### config.mk
export PLATFORM = sky130hd
export DESIGN_NAME = hazard_scoreboard_unit
export DESIGN_NICKNAME = d
export VERILOG_FILES = /design/src/rtl/hazard_scoreboard_unit.sv
export SDC_FILE = /design/constraint.sdc
export NUM_CORES = 1
export LEC_CHECK = 0
export BUFFER_PORTS_ARGS = -buffer_cell sky130_fd_sc_hd__buf_4
export CORE_MARGIN = 10
export CORE_UTILIZATION = 35
export CTS_BUF_LIST = sky130_fd_sc_hd__clkbuf_4 sky130_fd_sc_hd__clkbuf_8 sky130_fd_sc_hd__clkbuf_16
export CTS_CLUSTER_SIZE = 30
export DETAILED_ROUTE_END_ITERATION = 8
export HOLD_SLACK_MARGIN = 0.02
export RECOVER_POWER = 25
export SLEW_MARGIN = 20
export SYNTH_ARGS = -nofsm -noshare
export SYNTH_HDL_FRONTEND = slang
export SYNTH_SLANG_ARGS = --single-unit
### constraint.sdc
create_clock -name Clk -period 3.45 [get_ports Clk]
set_clock_uncertainty 0.1 [all_clocks]
set_input_delay 0.5175 -clock Clk [delete_from_list [all_inputs] [get_ports Clk]]
set_output_delay 0.5175 -clock Clk [all_outputs]
set_load 0.05 [all_outputs]
### src/rtl/hazard_scoreboard_unit.sv
// ID-stage hazard controller: per-register countdown scoreboard, HI/LO occupancy and redirect flush.
// HI/LO (mult/div) tracking is present only when HDU_MDU_TRACK_EN is defined.
module hazard_scoreboard_unit #(
    parameter int REG_ADDR_W   = 5,
    parameter int LOAD_LAT     = 1,
    parameter int MDU_LAT      = 4,
    parameter int FLUSH_CYCLES = 1
) (
    input  logic                  Clk,
    input  logic                  Reset,
    input  logic                  IssueValid,
    input  logic [REG_ADDR_W-1:0] RS,
    input  logic [REG_ADDR_W-1:0] RT,
    input  logic                  RsUsed,
    input  logic                  RtUsed,
    input  logic [REG_ADDR_W-1:0] DestReg,
    input  logic                  DestWrite,
    input  logic                  IsLoad,
    input  logic                  IsMDU,
    input  logic                  UsesHiLo,
    input  logic                  Branch,
    input  logic                  Jump,
    output logic                  Stall,
    output logic                  PCWrite,
    output logic                  ControllerControl,
    output logic                  FlushControl,
    output logic                  HiLoControl,
    output logic                  MduBusy
);
    localparam int NUM_REGS = 2 ** REG_ADDR_W;
    localparam int MAX_LAT  = (LOAD_LAT > MDU_LAT) ? LOAD_LAT : MDU_LAT;
    localparam int CNT_W    = $clog2(MAX_LAT + 1);
    localparam int FL_W     = $clog2(FLUSH_CYCLES + 1);

    logic [CNT_W-1:0] r_pend_cnt [NUM_REGS];
    logic [FL_W-1:0]  r_flush_cnt;

    logic w_redirect;
    logic w_flush;
    logic w_rs_hit;
    logic w_rt_hit;
    logic w_mdu_hit;
    logic w_mdu_active;
    logic w_hazard;
    logic w_accept;

    assign w_redirect = Branch | Jump;
    assign w_flush    = w_redirect | (r_flush_cnt != '0);
    // r0 is hard-wired zero, so it can never carry a pending write
    assign w_rs_hit   = RsUsed & (RS != '0) & (r_pend_cnt[RS] != '0);
    assign w_rt_hit   = RtUsed & (RT != '0) & (r_pend_cnt[RT] != '0);
    assign w_hazard   = IssueValid & (w_rs_hit | w_rt_hit | w_mdu_hit);
    assign w_accept   = IssueValid & ~w_hazard & ~w_flush;

`ifdef HDU_MDU_TRACK_EN
    logic [CNT_W-1:0] r_mdu_cnt;

    assign w_mdu_active = (r_mdu_cnt != '0);
    assign w_mdu_hit    = (UsesHiLo | IsMDU) & w_mdu_active;

    always_ff @(posedge Clk) begin
        if (Reset) begin
            r_mdu_cnt <= '0;
        end else if (w_accept & IsMDU) begin
            r_mdu_cnt <= CNT_W'(MDU_LAT);
        end else if (w_mdu_active) begin
            r_mdu_cnt <= r_mdu_cnt - 1'b1;
        end
    end
`else
    logic w_unused_hilo;

    assign w_unused_hilo = UsesHiLo | IsMDU;
    assign w_mdu_active  = 1'b0;
    assign w_mdu_hit     = 1'b0;
`endif

    always_ff @(posedge Clk) begin
        if (Reset) begin
            for (int r = 0; r < NUM_REGS; r++) begin
                r_pend_cnt[r] <= '0;
            end
        end else begin
            r_pend_cnt[0] <= '0;
            for (int r = 1; r < NUM_REGS; r++) begin
                // ALU results are forwarded, so a non-load write clears the entry
                if (w_accept & DestWrite & (DestReg == REG_ADDR_W'(r))) begin
                    r_pend_cnt[r] <= IsLoad ? CNT_W'(LOAD_LAT) : '0;
                end else if (r_pend_cnt[r] != '0) begin
                    r_pend_cnt[r] <= r_pend_cnt[r] - 1'b1;
                end
            end
        end
    end

    always_ff @(posedge Clk) begin
        if (Reset) begin
            r_flush_cnt <= '0;
        end else if (w_redirect) begin
            r_flush_cnt <= FL_W'(FLUSH_CYCLES - 1);
        end else if (r_flush_cnt != '0) begin
            r_flush_cnt <= r_flush_cnt - 1'b1;
        end
    end

    always_comb begin
        Stall             = 1'b0;
        PCWrite           = 1'b1;
        ControllerControl = 1'b0;
        FlushControl      = 1'b0;
        HiLoControl       = 1'b0;
        MduBusy           = w_mdu_active & ~Reset;
        if (!Reset) begin
            if (w_flush) begin
                FlushControl      = 1'b1;
                ControllerControl = 1'b1;
                HiLoControl       = 1'b1;
            end else if (w_hazard) begin
                Stall             = 1'b1;
                PCWrite           = 1'b0;
                ControllerControl = 1'b1;
            end
        end
    end

endmodule

==> impl_metrics.json <==
{
  "gp_congestion": 0.834,
  "p_leak_nw": 3.29,
  "period_minus_slack_ns": 3.38,
  "cts_made_buffers": 9,
  "grtUsageMet2_pct": 22.7,
  "min_delay_path_depth": 3,
  "port_buffers": 28,
  "clkTransAtPathRegs_ns": 0.07,
  "rsz0062_at_grt": "yes",
  "hpwl_um": 13500,
  "antenna_left": 0,
  "finalMaxSlewViolations": 0,
  "startpoint_type": "flop",
  "critical_path_class": "reg -> out",
  "wirelength_um": 17900,
  "arrival_ns": 2.76,
  "areaGrowthSynthToFinish_pct": 15.6,
  "fp-row-count": 52,
  "cts_tree": "built",
  "synthCells": 753,
  "drtIter0Drc": 295,
  "synth.cell_area_sq_um": 7240,
  "grt_overflow": 0,
  "die-area_sq_um": 26800,
  "crit_path_max_fanout": 2,
  "rrSetupSlack_ns": 0.25,
  "synth.ff_latch_count": 94,
  "synth_common_cells": "edfxtp_1 (93), nor2_1 (86), inv_1 (85)",
  "fin_cells": 1087,
  "drv_cap": 0,
  "nNetsFinal": 901,
  "dr.pass1.iters": 5,
  "grt_max_degree": 54,
  "fp.dieH_um": 164,
  "r2r_start": "r_pend_cnt[16][1]",
  "ys.flop_type": "edfxtp_1",
  "slew_headroom_pct": 57.8,
  "async_flop_share_pct": 0,
  "busiest_layer": "met2",
  "seq_power_share_pct": 38.1,
  "ys_warn_count": 0,
  "hold_end": "r_pend_cnt[11][0]",
  "cellPowerDensity_nw_per_um2": 756,
  "ir_drop_v": 0.000311,
  "grt_pass1_wl_um": 28700,
  "cts_sinks": 94,
  "clockPowerShare_pct": 14.6,
  "clock.fmax_ghz": 0.296,
  "initial_core_util_pct": 35.7,
  "antennaDiodeCount": 0,
  "p_comb_share_pct": 47.3,
  "syn_area_per_cell_sq_um": 9.62,
  "hold_viol_final": 0,
  "internal_power_w": 0.00388,
  "worst_hold_path_type": "reg -> reg",
  "clk_latency_ns": 0.35,
  "drive_gt1_share_pct": 17.9,
  "synth_area_leaders": "edfxtp_1 (39%), ha_1 (11%), nor2_1 (4.5%), inv_1 (4.4%), nor3_1 (4.3%)",
  "r2r-end": "r_pend_cnt[24][0]",
  "yosys.cell_types.count": 57,
  "gr-usage-met1_pct": 16.6,
  "cts_root_buf": "clkbuf_16",
  "coreArea_sq_um": 20300,
  "io_pins": 32,
  "end_kind": "output pin",
  "r2r_cells": 9,
  "route.detailed.wl_per_inst_um": 16.4,
  "drc": 0,
  "yosysSeqAreaShare_pct": 38.8,
  "die_w_um": 164,
  "h-tree-depth": 3,
  "power.total_w": 0.00633,
  "swShare_pct": 38.6,
  "synth_top_area_share_pct": 38.6,
  "dp.cells": 1065,
  "cp.required_ns": 2.83,
  "drt-vias-per-instance": 5.39,
  "synth.most_common_cell": "edfxtp_1",
  "fin_crit_sh_pct": 97.8,
  "vias": 5859,
  "grt_use_met3_pct": 2.63,
  "synth_top_area_cell": "edfxtp_1",
  "clk_path_buf_depth": 2,
  "synth_edf_count": 93,
  "run_status": "completed",
  "setup_viol": 0,
  "worst_slew_pin_slew_ns": 0.633,
  "min_from": "r_pend_cnt[11][0]",
  "grtUsageTotal_pct": 13.3,
  "switchingPower_w": 0.00245,
  "antenna_found_initial": 0,
  "grt_pass1_vias": 5752
}
==> layout make-up <==
type	count	area, sq um
Clock buffer	12	248
Multi-Input combinational cell	535	3960
Timing Repair Buffer	88	683
Tap cell	270	338
Clock inverter	3	12.5
Fill cell	2006	11900
Sequential cell	94	2810
Inverter	85	319
==> kinds of logic (layout without fill, tap and decap cells) <==
group                      after synthesis  after routing  synth area share, %
AOI/OAI and AO/OA                      104            104                 10.1
buffers and inverters                  125            188                 7.14
and+or+nand+nor                        321            321                 25.2
DFF                                     94             94                 38.8
other                                    1              2               0.0518
muxes                                   46             46                 8.02
adders and majority gates               62             62                 10.7
==> layer usage <==
metal | part of all wire, % | vias up
li1 | - | 2927
met3 | 4.6 | 17
met4 | 1.5 | 0
met2 | 48 | 102
met5 | 0 | -
met1 | 46 | 2813
==> worst max-delay path by stage <==
stage	cells after the start	slack, ns	startpoint	to
after global routing	8	-0.04	r_pend_cnt[9][2]	PCWrite
after floorplan	9	-0.03	RT[0]	ControllerControl
after CTS	8	0.002	r_pend_cnt[9][2]	PCWrite
final	8	0.07	r_pend_cnt[10][0]	PCWrite
after detailed placement	9	0.007	RS[0]	PCWrite
after global placement	10	0.05	RS[0]	r_pend_cnt[4][2]
==> power by group through the flow <==
stage / clock [W] / combinational [W] / sequential, W
finish: 0.000925 / 0.00299 / 0.00241
detailed placement: 0 / 0.00293 / 0.00244
floorplan: 0 / 0.00232 / 0.00230
global placement: 0 / 0.00284 / 0.00242
CTS: 0.000949 / 0.00301 / 0.00241
global route: 0.000985 / 0.00341 / 0.00249
==> cell usage in the layout, fill, tap and decap left out, types with 10 or more instances in the layout <==
| cell type | instances |
|---|---|
| a21oi_1 | 28 |
| mux2_2 | 16 |
| o21ai_0 | 19 |
| nand4_1 | 14 |
| o2bb2ai_1 | 10 |
| edfxtp_1 | 93 |
| ha_1 | 62 |
| mux2i_1 | 22 |
| nor4_1 | 37 |
| or3b_2 | 13 |
| or4_1 | 15 |
| a2111oi_0 | 10 |
| nor2b_1 | 24 |
| inv_1 | 85 |
| nor2_1 | 86 |
| nor3_1 | 61 |
| or4b_1 | 11 |
| or3_1 | 19 |
| buf_4 | 82 |
==> state kept, by name (all words and copies together) (netlist names) <==
name,cells
r_flush_cnt,1
r_pend_cnt,93
==> timing repair <==
item,CTS,global route
hold buffers,0,0
pin swaps,3,2
resized for setup,3,1
endpoints found under the setup margin,1,3
setup buffers,6,1
==> stage by stage <==
step	setup WS, ns	util, %	TNS (ns)	hold WS (ns)	cell area, sq um
floorplan	-0.0321	-	-0.0321	0.552	7260
global placement	0.0470	39.7	0	0.594	8050
detailed placement	0.00727	39.7	0	0.603	8050
CTS	0.00154	41.2	0	0.613	8370
global route	-0.0417	41.2	-0.0512	0.655	8370
finish	0.0748	41.2	0	0.604	8370
==> worst max-delay path, cell delays in order, from the launching register on <==
cell and delay (ns):
edfxtp_1 0.37, nor3_1 0.09, mux4_2 0.48, a32o_1 0.22
o211a_1 0.24, o32ai_4 0.25, nand3b_1 0.14, or4_4 0.44
buf_8 0.17
Power figures use the tool's default switching activity.
